$ cat src/rtl/alu_arbiter_if.sv
// Request/response bundle for alu_arbiter: two requester channels,
// one valid/ready response channel and the debug operation counter.
interface alu_arbiter_if #(
    parameter int DATA_W = 32,
    parameter int CNT_W  = 16
);
    logic              req0_valid;
    logic [3:0]        req0_op;
    logic [DATA_W-1:0] req0_a;
    logic [DATA_W-1:0] req0_b;
    logic              req0_ready;

    logic              req1_valid;
    logic [3:0]        req1_op;
    logic [DATA_W-1:0] req1_a;
    logic [DATA_W-1:0] req1_b;
    logic              req1_ready;

    logic              rsp_valid;
    logic              rsp_id;
    logic [DATA_W-1:0] rsp_result;
    logic              rsp_zero;
    logic              rsp_err;
    logic              rsp_ready;

    logic [CNT_W-1:0]  op_count;

    // Requesters and response consumer
    modport master (
        output req0_valid, req0_op, req0_a, req0_b,
        input  req0_ready,
        output req1_valid, req1_op, req1_a, req1_b,
        input  req1_ready,
        input  rsp_valid, rsp_id, rsp_result, rsp_zero, rsp_err,
        output rsp_ready,
        input  op_count
    );

    // Arbiter side
    modport slave (
        input  req0_valid, req0_op, req0_a, req0_b,
        output req0_ready,
        input  req1_valid, req1_op, req1_a, req1_b,
        output req1_ready,
        output rsp_valid, rsp_id, rsp_result, rsp_zero, rsp_err,
        input  rsp_ready,
        output op_count
    );
endinterface

$ cat src/rtl/alu_arbiter.sv
// Round-robin arbiter sharing one 32-bit ALU between two requesters.
// One operation in flight: IDLE (grant) -> EXEC (one ALU cycle) -> RESP
// (hold registered result until consumed). Counts consumed operations.
module alu_arbiter #(
    parameter int DATA_W = 32,
    parameter int CNT_W  = 16
) (
    input logic         clock,
    input logic         reset,
    alu_arbiter_if.slave bus
);
    localparam logic [1:0] IDLE = 2'd0;
    localparam logic [1:0] EXEC = 2'd1;
    localparam logic [1:0] RESP = 2'd2;

    localparam logic [3:0] OP_ADD = 4'b0000;
    localparam logic [3:0] OP_SUB = 4'b0010;
    localparam logic [3:0] OP_AND = 4'b0100;
    localparam logic [3:0] OP_OR  = 4'b0101;
    localparam logic [3:0] OP_NOR = 4'b0110;
    localparam logic [3:0] OP_XOR = 4'b0111;
    localparam logic [3:0] OP_SLT = 4'b1000;

    logic [1:0]        state;
    logic              last_grant;
    logic [3:0]        controle;
    logic [DATA_W-1:0] op_a;
    logic [DATA_W-1:0] op_b;

    logic              rsp_valid;
    logic              rsp_id;
    logic [DATA_W-1:0] rsp_result;
    logic              rsp_zero;
    logic              rsp_err;
    logic [CNT_W-1:0]  op_count;

    logic              grant_valid;
    logic              grant_id;
    logic [DATA_W-1:0] saida;
    logic              zero;
    logic              op_defined;

    // Grant selection: a lone requester wins; on a tie the one not served last wins
    always_comb begin
        grant_valid = 1'b0;
        grant_id    = 1'b0;
        if (state == IDLE) begin
            if (bus.req0_valid && bus.req1_valid) begin
                grant_valid = 1'b1;
                grant_id    = ~last_grant;
            end else if (bus.req0_valid) begin
                grant_valid = 1'b1;
                grant_id    = 1'b0;
            end else if (bus.req1_valid) begin
                grant_valid = 1'b1;
                grant_id    = 1'b1;
            end
        end
    end

    assign bus.req0_ready = grant_valid & ~grant_id;
    assign bus.req1_ready = grant_valid &  grant_id;

    // Internal ALU driven from the latched operation; undefined codes yield 0
    always_comb begin
        saida      = '0;
        op_defined = 1'b1;
        case (controle)
            OP_ADD:  saida = op_a + op_b;
            OP_SUB:  saida = op_a - op_b;
            OP_AND:  saida = op_a & op_b;
            OP_OR:   saida = op_a | op_b;
            OP_NOR:  saida = ~(op_a | op_b);
            OP_XOR:  saida = op_a ^ op_b;
            OP_SLT:  saida = {{(DATA_W-1){1'b0}}, (op_a < op_b)};
            default: op_defined = 1'b0;
        endcase
        zero = (saida == '0);
    end

    // Control FSM, operand latch, response registers and consumed-op counter
    always_ff @(posedge clock or posedge reset) begin
        if (reset) begin
            state      <= IDLE;
            last_grant <= 1'b1;
            controle   <= '0;
            op_a       <= '0;
            op_b       <= '0;
            rsp_valid  <= 1'b0;
            rsp_id     <= 1'b0;
            rsp_result <= '0;
            rsp_zero   <= 1'b0;
            rsp_err    <= 1'b0;
            op_count   <= '0;
        end else begin
            case (state)
                IDLE: begin
                    if (grant_valid) begin
                        controle   <= grant_id ? bus.req1_op : bus.req0_op;
                        op_a       <= grant_id ? bus.req1_a  : bus.req0_a;
                        op_b       <= grant_id ? bus.req1_b  : bus.req0_b;
                        rsp_id     <= grant_id;
                        last_grant <= grant_id;
                        state      <= EXEC;
                    end
                end
                EXEC: begin
                    rsp_result <= saida;
                    rsp_zero   <= zero;
                    rsp_err    <= ~op_defined;
                    rsp_valid  <= 1'b1;
                    state      <= RESP;
                end
                RESP: begin
                    if (bus.rsp_ready) begin
                        rsp_valid <= 1'b0;
                        op_count  <= op_count + 1'b1;
                        state     <= IDLE;
                    end
                end
                default: state <= IDLE;
            endcase
        end
    end

    assign bus.rsp_valid  = rsp_valid;
    assign bus.rsp_id     = rsp_id;
    assign bus.rsp_result = rsp_result;
    assign bus.rsp_zero   = rsp_zero;
    assign bus.rsp_err    = rsp_err;
    assign bus.op_count   = op_count;
endmodule
$ cat src/flat_wrapper.sv
// flat-port wrapper written by rule: the top's interface ports become plain ports
module alu_arbiter_flat 
#(
    parameter int DATA_W = 32,
    parameter int CNT_W  = 16
)
  (clock, reset, bus_req0_valid, bus_req0_op, bus_req0_a, bus_req0_b, bus_req0_ready, bus_req1_valid, bus_req1_op, bus_req1_a, bus_req1_b, bus_req1_ready, bus_rsp_valid, bus_rsp_id, bus_rsp_result, bus_rsp_zero, bus_rsp_err, bus_rsp_ready, bus_op_count);
  alu_arbiter_if #(.DATA_W(DATA_W), .CNT_W(CNT_W)) bus_i ();
  input logic clock;
  input logic reset;
  input wire logic [$bits(bus_i.req0_valid)-1:0] bus_req0_valid;
  input wire logic [$bits(bus_i.req0_op)-1:0] bus_req0_op;
  input wire logic [$bits(bus_i.req0_a)-1:0] bus_req0_a;
  input wire logic [$bits(bus_i.req0_b)-1:0] bus_req0_b;
  output wire logic [$bits(bus_i.req0_ready)-1:0] bus_req0_ready;
  input wire logic [$bits(bus_i.req1_valid)-1:0] bus_req1_valid;
  input wire logic [$bits(bus_i.req1_op)-1:0] bus_req1_op;
  input wire logic [$bits(bus_i.req1_a)-1:0] bus_req1_a;
  input wire logic [$bits(bus_i.req1_b)-1:0] bus_req1_b;
  output wire logic [$bits(bus_i.req1_ready)-1:0] bus_req1_ready;
  output wire logic [$bits(bus_i.rsp_valid)-1:0] bus_rsp_valid;
  output wire logic [$bits(bus_i.rsp_id)-1:0] bus_rsp_id;
  output wire logic [$bits(bus_i.rsp_result)-1:0] bus_rsp_result;
  output wire logic [$bits(bus_i.rsp_zero)-1:0] bus_rsp_zero;
  output wire logic [$bits(bus_i.rsp_err)-1:0] bus_rsp_err;
  input wire logic [$bits(bus_i.rsp_ready)-1:0] bus_rsp_ready;
  output wire logic [$bits(bus_i.op_count)-1:0] bus_op_count;
  assign bus_i.req0_valid = bus_req0_valid;
  assign bus_i.req0_op = bus_req0_op;
  assign bus_i.req0_a = bus_req0_a;
  assign bus_i.req0_b = bus_req0_b;
  assign bus_req0_ready = bus_i.req0_ready;
  assign bus_i.req1_valid = bus_req1_valid;
  assign bus_i.req1_op = bus_req1_op;
  assign bus_i.req1_a = bus_req1_a;
  assign bus_i.req1_b = bus_req1_b;
  assign bus_req1_ready = bus_i.req1_ready;
  assign bus_rsp_valid = bus_i.rsp_valid;
  assign bus_rsp_id = bus_i.rsp_id;
  assign bus_rsp_result = bus_i.rsp_result;
  assign bus_rsp_zero = bus_i.rsp_zero;
  assign bus_rsp_err = bus_i.rsp_err;
  assign bus_i.rsp_ready = bus_rsp_ready;
  assign bus_op_count = bus_i.op_count;
  alu_arbiter #(.DATA_W(DATA_W), .CNT_W(CNT_W)) u_core (.clock(clock), .reset(reset), .bus(bus_i));
endmodule
$ cat config.mk
export PLATFORM = sky130hd
export DESIGN_NAME = alu_arbiter_flat
export DESIGN_NICKNAME = d
export VERILOG_FILES = /design/src/rtl/alu_arbiter_if.sv /design/src/rtl/alu_arbiter.sv /design/src/flat_wrapper.sv
export SDC_FILE = /design/constraint.sdc
export NUM_CORES = 1
export LEC_CHECK = 0
export CAP_MARGIN = 40
export CORE_UTILIZATION = 55
export CTS_BUF_LIST = sky130_fd_sc_hd__clkbuf_16
export DETAILED_ROUTE_END_ITERATION = 16
export GPL_ROUTABILITY_DRIVEN = 0
export HOLD_SLACK_MARGIN = 0.02
export PLACE_DENSITY = 0.83
export SLEW_MARGIN = 10
export SYNTH_ARGS = -nofsm -noshare
export SYNTH_HDL_FRONTEND = slang
export SYNTH_SLANG_ARGS = --single-unit
$ cat constraint.sdc
create_clock -name clock -period 4.5 [get_ports clock]
set_input_delay 0.675 -clock clock [delete_from_list [all_inputs] [get_ports clock]]
set_output_delay 0.675 -clock clock [all_outputs]
set_load 0.1 [all_outputs]
==> results_dict.tcl, run 1 <==
set metrics [dict create \
    finalSetupViolations 0 \
    htreeDepth 4 \
    synth_largest_type_area_fraction_pct 27.1 \
    floorplan.initialDensity_pct 56.9 \
    grt_setup_unrepaired "no" \
    timing.critical_path.fanout_max 6 \
    antenna_left 0 \
    syn-instance-count 1458 \
    worstMarginPinSlew_ns 0.795 \
    global_route.overflow_total 0 \
    synth_area_leader "dfrtp_1" \
    hpwl_um 29500 \
    diodes 0 \
    final_min_period_over_clock_period_pct 91.9 \
    drc 0 \
    drv_cap 0 \
    slew-limit-headroom_pct 47.0 \
    clock_tree_skew_after_final_layout_ns 0.0142 \
    synth-edff-count 0 \
    finish.utilization_pct 75.1 \
    core_area_sq_um 19800 \
    grt_util_all_layers_pct 37.6 \
    cts-buffers-inserted 17 \
    cts-root-buf "clkbuf_16" \
    grt_max_degree 72 \
    ctsResizeCount 0 \
    asyncSetResetFlopFracSynth_pct 100 \
    die-area_sq_um 21000 \
    cts_tree "yes" \
    drt_pass1_iterations 7 \
    die_height_um 145 \
    post_drt_wl_per_cell_um 20.3 \
    via_count_of_the_first_global_routing_pass 12300 \
    synth.cell_area_sq_um 11200 \
    multiInputGateArea_sq_um 7470 \
    hold_path.class "reg2reg" \
    antenna_violations_before_repair 0 \
    timing.fmax_mhz 242 \
    fp-row-count 51 \
    cts_hold_buffers 0 \
    worst_setup_path_end_kind "flop" \
    final-max-slew-violation-count 0 \
    clock_sinks 123 \
    drt_iter0_drc 1824 \
    area_growth_syn_to_fin_pct 32.0 \
    clkTransAtPathRegs_ns 0.07 \
    layout.filler_cells 1420 \
    post_cts_setup_buffer_count 0 \
    critical_path_arrival_ns 4.45 \
    area.sequential_sq_um 3080 \
    syn-mean-instance-area_sq_um 7.72 \
    cts-root-to-sink-buffers 2 \
    chipWidth_um 145 \
    synth-seq-cells 123 \
    nNetsFinal 1903 \
    worstPathRequired_ns 4.82 \
    placed_area_sq_um 14300 \
    run_status "complete, no violations" \
    total_length_of_routed_wires_um 39300 \
    timing_worst_setup_path_type "reg2reg" \
    synth_flop_cell "dfrtp_1" \
    hold_viol 0 \
    clock_insertion_delay_worst_skew_ns 0.44 \
    ratio_of_cells_with_drive_above_1_in_the_final_layout_pct 9.22 \
    num_io_pins 195 \
    synth_cell_types 75 \
    finalCriticalPeriod_ns 4.13 \
    synth_nets 1704 \
    grt_pass1_wl_um 63600 \
    fin_setup_tns_ns 0 \
    synth.area.top_cells "dfrtp_1 27%, ha_1 11%, nand2_1 7.9%" \
    final_cell_area_sq_um 14900 \
    synth-seq-area-share_pct 27.4 \
    placement.io_buffers 194 \
    worst_setup_path_start_kind "flop" \
    synth_warnings 0 \
    via_count 12600 \
    via_per_inst 6.53 \
]
==> metal layers <==
layer	GRT usage (%)	part of all wire [%]
met4	17.9	4.7
met2	60.5	46
met5	0	0
met1	46.8	38
met3	9.75	12
==> layout make-up <==
| cell class | instances | area share [%] |
|---|---|---|
| multi-input combinational | 1137 | 50.3 |
| sequential | 123 | 20.7 |
| timing repair buffer | 277 | 20.3 |
| clock buffer | 17 | 2.86 |
| inverter | 101 | 2.57 |
| tap | 265 | 2.23 |
| clock inverter | 15 | 1.04 |
==> sequential cells by signal, summed over array words and instances, names as in the netlist <==
register               flops
u_core.controle            4
u_core.op_a               32
u_core.bus.rsp_result     32
u_core.bus.rsp_err         1
u_core.bus.rsp_valid       1
u_core.bus.rsp_zero        1
u_core.state               2
u_core.bus.rsp_id          1
u_core.last_grant          1
u_core.op_b               32
u_core.bus.op_count       16
==> cell families after synthesis <==
logic type	share of synthesized area, %
DFF	27.4
adders and majority gates	11.8
AOI/OAI and AO/OA	31.1
muxes	1.27
buffers and inverters	6.64
xor gates and xnor gates	1.40
and+or+nand+nor	20.4
==> worst max-delay path, stage by stage (launching register included) <==
cell and delay, ns:
dfrtp_1 0.44, ha_1 0.29, fa_1 0.48, a21o_1 0.19, a221o_1 0.40, a221oi_2 0.41, o31a_1 0.27, o41ai_2 0.13
a311oi_1 0.50, nor2_1 0.08, o31a_1 0.25, mux2i_1 0.16, a211oi_1 0.10, a32o_1 0.29
==> path summary, 6_finish.rpt <==
kind | from | endpoint | slack [ns] | cells after the start
max | u_core.op_b[0] | u_core.bus.rsp_zero | 0.37 | 13
min | u_core.bus.rsp_result[4] | u_core.bus.rsp_result[4] | 0.49 | 1
max reg2reg | u_core.op_b[0] | u_core.bus.rsp_zero | 0.37 | 13
min reg2reg | u_core.bus.rsp_result[4] | u_core.bus.rsp_result[4] | 0.49 | 1
max in group asynchronous | reset | u_core.last_grant | 3.26 | 3
min in group asynchronous | reset | u_core.op_b[25] | 0.61 | 2
==> synthesized netlist by cell type (all sizes together), types with 13 or more instances <==
| cell type | instances |
|---|---|
| a22oi | 73 |
| nand3 | 25 |
| o221ai | 16 |
| dfrtp | 122 |
| inv | 101 |
| a22o | 14 |
| nor2 | 86 |
| nor4 | 21 |
| a21oi | 105 |
| a31oi | 20 |
| clkbuf | 87 |
| a21o | 23 |
| o21ai | 84 |
| a211oi | 20 |
| a221oi | 17 |
| xnor2 | 13 |
| nand2 | 237 |
| nor3 | 19 |
| ha | 103 |
| nor2b | 37 |
| o211ai | 14 |
| nand4 | 14 |
==> through the flow <==
stage / hold slack [ns] / worst slack (ns) / cells
after CTS: 0.487 / 0.401 / 1935
after floorplan: 0.494 / 0.556 / 1458
final: 0.489 / 0.365 / 1935
after global routing: 0.507 / 0.178 / 1935
after global placement: 0.455 / 0.604 / 1849
after detailed placement: 0.472 / 0.438 / 1903
==> cell usage in the layout (no fill, tap or decap), types with 20 or more instances in the layout <==
master	instances
nand3_1	25
nand2_1	237
nor2_1	84
a22oi_1	73
nor2b_1	37
o21ai_0	82
a21o_1	23
dfrtp_1	120
ha_1	103
inv_1	100
clkdlybuf4s50_1	192
a21oi_1	104
buf_8	49
a211oi_1	20
buf_4	30
Power of run 1 is not shown: default switching activity piles up to over one toggle a cycle in this logic, so the estimate is an artifact.
==> run 2, diff against run 1 <==
--- a/config.mk
+++ b/config.mk
@@ -8,6 +8,7 @@
 export CAP_MARGIN = 40
 export CORE_UTILIZATION = 55
 export CTS_BUF_LIST = sky130_fd_sc_hd__clkbuf_16
+export CTS_CLUSTER_SIZE = 28
 export DETAILED_ROUTE_END_ITERATION = 16
 export GPL_ROUTABILITY_DRIVEN = 0
 export HOLD_SLACK_MARGIN = 0.02
==> results of run 2 <==
Same layout as run 1: the final DEF is identical, and so are final timing and power.
Power of run 2 is left out for the same reason.
